===== src/rtl/adder_share_arb.sv =====
// Two-requester round-robin arbiter feeding a shared add/sub/pass datapath.
// It has an operand stage (S1), a result stage (S2) and a valid/ready result port.
module adder_share_arb #(
   parameter int N = 32
) (
   input  logic         clk,
   input  logic         rst,
   input  logic         req0_valid,
   output logic         req0_ready,
   input  logic [N-1:0] req0_a,
   input  logic [N-1:0] req0_b,
   input  logic [1:0]   req0_op,
   input  logic         req1_valid,
   output logic         req1_ready,
   input  logic [N-1:0] req1_a,
   input  logic [N-1:0] req1_b,
   input  logic [1:0]   req1_op,
   output logic         res_valid,
   input  logic         res_ready,
   output logic [N-1:0] res_data,
   output logic         res_carry,
   output logic         res_id,
   output logic         busy
);

   typedef enum logic [1:0] {
      OP_PASS_A = 2'b00,
      OP_PASS_B = 2'b01,
      OP_ADD    = 2'b10,
      OP_SUB    = 2'b11
   } op_e;

   // S1 operand register
   logic [N-1:0] s1_a_q, s1_a_d;
   logic [N-1:0] s1_b_q, s1_b_d;
   op_e          s1_op_q, s1_op_d;
   logic         s1_id_q, s1_id_d;
   logic         s1_v_q, s1_v_d;

   // S2 result register
   logic [N-1:0] s2_data_q, s2_data_d;
   logic         s2_carry_q, s2_carry_d;
   logic         s2_id_q, s2_id_d;
   logic         s2_v_q, s2_v_d;

   logic         last_q, last_d;

   logic         adv1, adv2;
   logic         grant, grant_valid, xfer;
   logic [N-1:0] b_eff;
   logic [N:0]   sum;

   assign adv2        = !s2_v_q || res_ready;
   assign adv1        = !s1_v_q || adv2;
   assign grant_valid = req0_valid || req1_valid;
   // A lone requester always wins; on contention the one not served last wins.
   assign grant       = (req0_valid && req1_valid) ? !last_q : req1_valid;
   assign xfer        = adv1 && grant_valid;

   assign req0_ready = xfer && !grant;
   assign req1_ready = xfer &&  grant;

   // The adder sees only S1, so it is quiet unless a request was accepted.
   assign b_eff = (s1_op_q == OP_SUB) ? ~s1_b_q : s1_b_q;
   assign sum   = {1'b0, s1_a_q} + {1'b0, b_eff} + {{N{1'b0}}, (s1_op_q == OP_SUB)};

   always_comb begin
      // NOTE: every signal gets a hold default first so no latch is inferred.
      s1_a_d     = s1_a_q;
      s1_b_d     = s1_b_q;
      s1_op_d    = s1_op_q;
      s1_id_d    = s1_id_q;
      s1_v_d     = s1_v_q;
      s2_data_d  = s2_data_q;
      s2_carry_d = s2_carry_q;
      s2_id_d    = s2_id_q;
      s2_v_d     = s2_v_q;
      last_d     = last_q;

      if (xfer) begin
         s1_a_d  = grant ? req1_a : req0_a;
         s1_b_d  = grant ? req1_b : req0_b;
         s1_op_d = op_e'(grant ? req1_op : req0_op);
         s1_id_d = grant;
         s1_v_d  = 1'b1;
         last_d  = grant;
      end else if (adv2) begin
         s1_v_d = 1'b0;
      end

      if (adv2) begin
         s2_v_d = s1_v_q;
         if (s1_v_q) begin
            s2_id_d = s1_id_q;
            unique case (s1_op_q)
               OP_PASS_A: begin s2_data_d = s1_a_q;     s2_carry_d = 1'b0;   end
               OP_PASS_B: begin s2_data_d = s1_b_q;     s2_carry_d = 1'b0;   end
               default:   begin s2_data_d = sum[N-1:0]; s2_carry_d = sum[N]; end
            endcase
         end
      end
   end

   // NOTE: non-blocking assignments for all state so every flop samples pre-edge values.
   always_ff @(posedge clk) begin
      if (rst) begin
         s1_v_q     <= 1'b0;
         s2_v_q     <= 1'b0;
         s2_data_q  <= '0;
         s2_carry_q <= 1'b0;
         s2_id_q    <= 1'b0;
         last_q     <= 1'b1;
      end else begin
         s1_v_q     <= s1_v_d;
         s2_v_q     <= s2_v_d;
         s2_data_q  <= s2_data_d;
         s2_carry_q <= s2_carry_d;
         s2_id_q    <= s2_id_d;
         last_q     <= last_d;
      end
   end

   // NOTE: operand registers carry no reset; s1_v_q masks their stale contents.
   always_ff @(posedge clk) begin
      s1_a_q  <= s1_a_d;
      s1_b_q  <= s1_b_d;
      s1_op_q <= s1_op_d;
      s1_id_q <= s1_id_d;
   end

   assign res_valid = s2_v_q;
   assign res_data  = s2_data_q;
   assign res_carry = s2_carry_q;
   assign res_id    = s2_id_q;
   assign busy      = s1_v_q || s2_v_q;

endmodule


===== config.mk =====
export PLATFORM = sky130hd
export DESIGN_NAME = adder_share_arb
export DESIGN_NICKNAME = d
export VERILOG_FILES = /design/src/rtl/adder_share_arb.sv
export SDC_FILE = /design/constraint.sdc
export NUM_CORES = 1
export LEC_CHECK = 0
export BUFFER_PORTS_ARGS = -buffer_cell sky130_fd_sc_hd__buf_2
export CAP_MARGIN = 5
export CELL_PAD_IN_SITES_DETAIL_PLACEMENT = 1
export CELL_PAD_IN_SITES_GLOBAL_PLACEMENT = 1
export CORE_AREA = 5 5 200 105
export DETAILED_ROUTE_END_ITERATION = 7
export DIE_AREA = 0 0 205 110
export GPL_ROUTABILITY_DRIVEN = 1
export MAX_ROUTING_LAYER = met4
export PLACE_DENSITY_LB_ADDON = 0.1
export SLEW_MARGIN = 0
export SYNTH_ARGS = -nofsm -noshare
export SYNTH_HDL_FRONTEND = slang
export SYNTH_SLANG_ARGS = --single-unit

===== constraint.sdc =====
create_clock -name clk -period 3.6 [get_ports clk]
set_input_delay 0.72 -clock clk [delete_from_list [all_inputs] [get_ports clk]]
set_output_delay 0.72 -clock clk [all_outputs]
set_load 0.1 [all_outputs]

* After elaboration in Yosys (flattened, before gate mapping) *
Cells that the tools add are included.
W data, S select, Z words.

cells by class
  bitwise gates (word level) = 1
  mux-type cells = 9
  reductions and logical operators = 16
  add/sub/neg operators = 2
  equality and inequality tests = 2

operators with widths
  kind                  count
  $mux W32              3
  $pmux W32 S2          1
  $add A32 B32 Y33      1
  $add A33 B1 Y33       1
  $not A32 Y32          1
  $logic_and A1 B1 Y1   4
  $logic_not A1 Y1      4
  $logic_or A1 B1 Y1    4
  $mux W1               4
  $eq A2 B1 Y1 const B  1
  $eq A2 B2 Y1 const B  1
  $logic_not A2 Y1      1
  $mux W2               1
  $reduce_and A2 Y1     1
  $reduce_bool A2 Y1    1
  $reduce_or A2 Y1      1

storage, ports and cells
  register bits = 104
  output and inout port bits = 38
  bits of input ports = 137
  logic and storage cells = 40

* Longest topological paths before layout *
  depth in word-level cells = 5
  gate-level depth with buffers = 15
  depth with buffers taken out = 12

* Least setup slack after synthesis *
No wires, ideal clock.

  kind = register to register
  from = register s1_op_q[0]
  to = register s2_data_q[24], in the netlist res_data[24]
  slack = 0.046 ns
  stages on the path, launching flop included = 16
  arrival time = 3.479 ns
  buffers on the path = 4
  clock period less this slack = 3.554 ns
  setup time = 0.075 ns
  required time = 3.525 ns
  cell sequence = edfxtp_1 -> clkbuf_1 -> buf_2 -> nand2_1 -> buf_1 -> xnor2_1 -> ha_1 -> a21oi_2 -> nor2b_4 -> a2111oi_2 -> or2_1 -> buf_6 -> a31oi_4 -> o21ai_2 -> or3_1 -> a31oi_1

on the way
  longest elaborated chain between the ends = 5
  elaborated cells on any way between the ends = 7
  classes of those cells = add/sub (2); eq/ne (2); mux (2); reduce/logical (1)

RTL lines
  item                    RTL line  source
  start, declared         36        op_e s1_op_q, s1_op_d;
  start signal, assigned  127       s1_op_q <= s1_op_d;
  $eq A2 B2 Y1            64, 65
  $mux W32                64        assign b_eff = (s1_op_q == OP_SUB) ? ~s1_b_q : s1_b_q;
  $add A32 B32 Y33        65        assign sum = {1'b0, s1_a_q} + {1'b0, b_eff} + {{N{1'b0}}, (s1_op_q == OP_SUB)};
  $add A33 B1 Y33         65
  $pmux W32 S2 (*)        95        unique case (s1_op_q)
  end signal, assigned    116       s2_data_q <= s2_data_d;
  end, declared           41        logic [N-1:0] s2_data_q, s2_data_d;

Mark *: on every way between the ends. The rest lies on a longest branch, timed or not.
A chain may end at the register's enable or synchronous reset.

* Final worst setup path *
  from = register s1_op_q[1]
  to = register s2_data_q[17], in the netlist res_data[17]

Same word-level chain as after synthesis.

==> flow_summary_export.csv <==
group,metric,value,unit
clocking,path_clk_slew,0.08,ns
clocking,clk_latency,0.36,ns
floorplan,die_y,110,µm
placement,port_buffers,174,
floorplan,die_w,205,µm
clocking,post_cts_resized,0,
route,post_drt_wl_per_cell,20.40,µm
layout,area_delta_synth_final,20.99,%
timing,final_hold_viol_count,0,
clocking,cts_tree,"built",
power_and_ir_drop,ir_drop,0.1876,mV
floorplan,initial_core_util,36.23,%
logic_synthesis,synth_area,6903,µm²
timing,tightestPinTransition,0.8978,ns
placement,dp_hpwl,17770,µm
critical_path,cp-end-kind,"flop",
layout,utilization,43.83,%
critical_path,worstSetupPathType,"flop to flop",
timing,setup_viol,0,
timing,clock_skew,0.01033,ns
critical_path,ff2ff_setup_slack,0.31,ns
logic_synthesis,syn_area_per_cell,10.03,µm²
power_and_ir_drop,leakagePower,3.417,nW
logic_synthesis,seq_area_frac_synth,39.88,%
global_routing,grt_usage,20.64,%
timing,whs,0.4725,ns
placement,placed_cells,1098,
floorplan,die_area,22550,µm²
clocking,cts_root_buffer,"clkbuf_16",
critical_path,cp-start-kind,"flop",
critical_path,crit_arrival,3.57,ns
global_routing,grt_pass1_vias,6083,
global_routing,grt_pass1_wl,34750,µm
layout,mostFrequentLayoutCells,"174 x buf_2, 69 x mux2_2, 67 x edfxtp_1",
layout,drive_gt1_share,34.32,%
route,ant_nets,0,
logic_synthesis,netlist_instances,688,
hold_path,hp-class,"flop to flop",
timing,fmax,304.2,MHz
timing,rsz0062_at_grt,"no",
timing,finalSetupTns,0,ns
floorplan,num_rows,36,
route,via_count,5896,
logic_synthesis,ys_async_sr_fraction,0,%
logic_synthesis,syn_nets,859,
route,drt-initial-drc-count,336,
floorplan,io_pins,175,
layout,final_common_cell,"buf_2",
critical_path,critical_path_required,3.89,ns
global_routing,grt_max_degree,68,
clocking,ctsHoldBuffers,0,
critical_path,cp_cell_sequence,"nand2_2 > buf_4 > xnor2_1 > ha_1 > and4_1 > and3_1 > a32oi_1 > a21o_1 > o21a_1 > xor2_1 > a211o_1 > a21oi_1",
logic_synthesis,synth-edff-count,67,
power_and_ir_drop,cellPowerDensity,540.1,nW/µm²
timing,period_share,91.31,%
global_routing,antenna_found_initial,0,
placement,gp_routability_congestion,0.9137,
timing,slew_violations,0,
logic_synthesis,ys_types,61,
clocking,postCtsSetupBuffers,0,
route,drtPass1Iterations,5,
critical_path,slowest_stage,"edfxtp_1",
timing,relSlewSlack,40.15,%
timing,period_minus_slack,3.287,ns
logic_synthesis,ys_ff_latch,104,
floorplan,core_area,19050,µm²
outcome,status,"finished clean",
logic_synthesis,yosysWarnings,0,
route,drc_errors,0,
route,drt-total-wl,22720,µm
clocking,htreeDepth,3,
critical_path,crit_path_max_fanout,12,
layout,instances_no_fill,1114,
layout,diodes,0,
run,drv_cap,0,
clocking,clk_path_buf_depth,2,
clocking,cts_buffers,9,
critical_path,slowest_delay,0.47,ns
global_routing,grt-ovfl-total,0,
route,vias_per_cell,5.293,
layout,fin_nets,1014,
clocking,clkSinkCount,104,
logic_synthesis,synth_top_flop_cell,"edfxtp_1",
==> state kept, by name (all words and copies together) (netlist names) <==
signal,flops
res_id,1
s1_id_q,1
res_carry,1
s1_b_q,32
last_q,1
s1_op_q,2
s1_v_q,1
res_valid,1
res_data,32
s1_a_q,32
==> logic make-up (layout without fill, tap and decap cells) <==
family	count (synthesis)	count (layout)	share of synthesized area [%]
buffers and inverters	55	215	3.118
multiplexers	83	83	13.29
flip-flops	104	104	39.88
XOR/XNOR	53	53	6.725
AO/OA/AOI/OAI	199	199	19.10
AND/OR/NAND/NOR	160	160	11.62
adder cells (fa/ha/maj)	34	34	6.272
==> cell usage after synthesis, drive strengths merged (3+ instances only) <==
cell     instances  area, µm²
nand2b           6      37.54
o211ai           5      47.54
inv             13      48.80
a211oi          30      225.2
ha              33      412.9
nand4            5      31.28
nor2            36      135.1
a31oi            6      67.56
nand3           14      70.07
nor3            14      70.07
a211o            8      70.07
and3             4      25.02
nor2b           22      145.1
buf              6      31.27
xor2             9      78.83
edfxtp          67       2012
a21boi           4      33.78
clkbuf          35      131.4
mux2            69      777.0
dfxtp           37      740.7
or2              3      18.77
nand2           37      138.9
xnor2           44      385.4
mux2i           14      140.1
o21ai           40      204.0
o22ai            8      50.05
and2             6      37.54
a2111oi          3      32.53
a21o            11      83.83
or3              5      31.28
o21a             3      22.52
a21oi           64      327.8
o21bai           7      52.55
==> critical path, delay by kind of cell, from the launching register on <==
family | cells | cell delay (ns)
AOI/OAI and AO/OA | 5 | 1.35
xor gates and xnor gates | 2 | 0.27
adders and majority gates | 1 | 0.33
buffers and inverters | 1 | 0.26
DFF | 1 | 0.47
and+or+nand+nor | 3 | 0.53
==> layer usage <==
| metal | GRT usage (%) | vias up | part of all wire [%] |
|---|---|---|---|
| met5 | - | - | 0 |
| met3 | 4.209 | 7 | 6.2 |
| met2 | 25.91 | 178 | 37 |
| met1 | 33.45 | 2842 | 56 |
| li1 | - | 2869 | - |
| met4 | 3.200 | 0 | 0.35 |
==> worst paths after layout <==
kind	from	end	cells past startpoint
max	s1_op_q[1]$_DFFE_PP_	res_data[17]$_SDFFE_PP0P_	12
min	res_data[16]$_SDFFE_PP0P_	res_data[16]$_SDFFE_PP0P_	2
max reg2reg	s1_op_q[1]$_DFFE_PP_	res_data[17]$_SDFFE_PP0P_	12
min reg2reg	res_data[16]$_SDFFE_PP0P_	res_data[16]$_SDFFE_PP0P_	2
==> where the power goes <==
group          leakage, nW  switching [mW]  internal (mW)
registers            0.985           0.101           1.42
clock network        0.131           0.462          0.490
logic                 2.30            1.35          0.696
total                 3.42            1.91           2.60
==> through the flow <==
stage	power, mW	cell area [µm²]	setup slack, ns
2_1_floorplan	3.020	6903	0.04645
3_3_place_gp	3.513	8068	0.3576
3_5_place_dp	3.557	8068	0.3504
4_1_cts	4.528	8352	0.3243
5_1_grt	4.757	8352	0.05629
6_report	4.511	8352	0.3128
==> cell type report <==
| class | instances | area (µm²) |
|---|---|---|
| tap | 266 | 332.8 |
| fill | 2167 | 10700 |
| multi-input combinational | 529 | 3951 |
| timing repair buffer | 185 | 978.4 |
| sequential | 104 | 2753 |
| clock inverter | 6 | 45.04 |
| clock buffer | 10 | 239.0 |
| inverter | 14 | 52.55 |
Note: power is estimated with default switching activity, not from simulation.
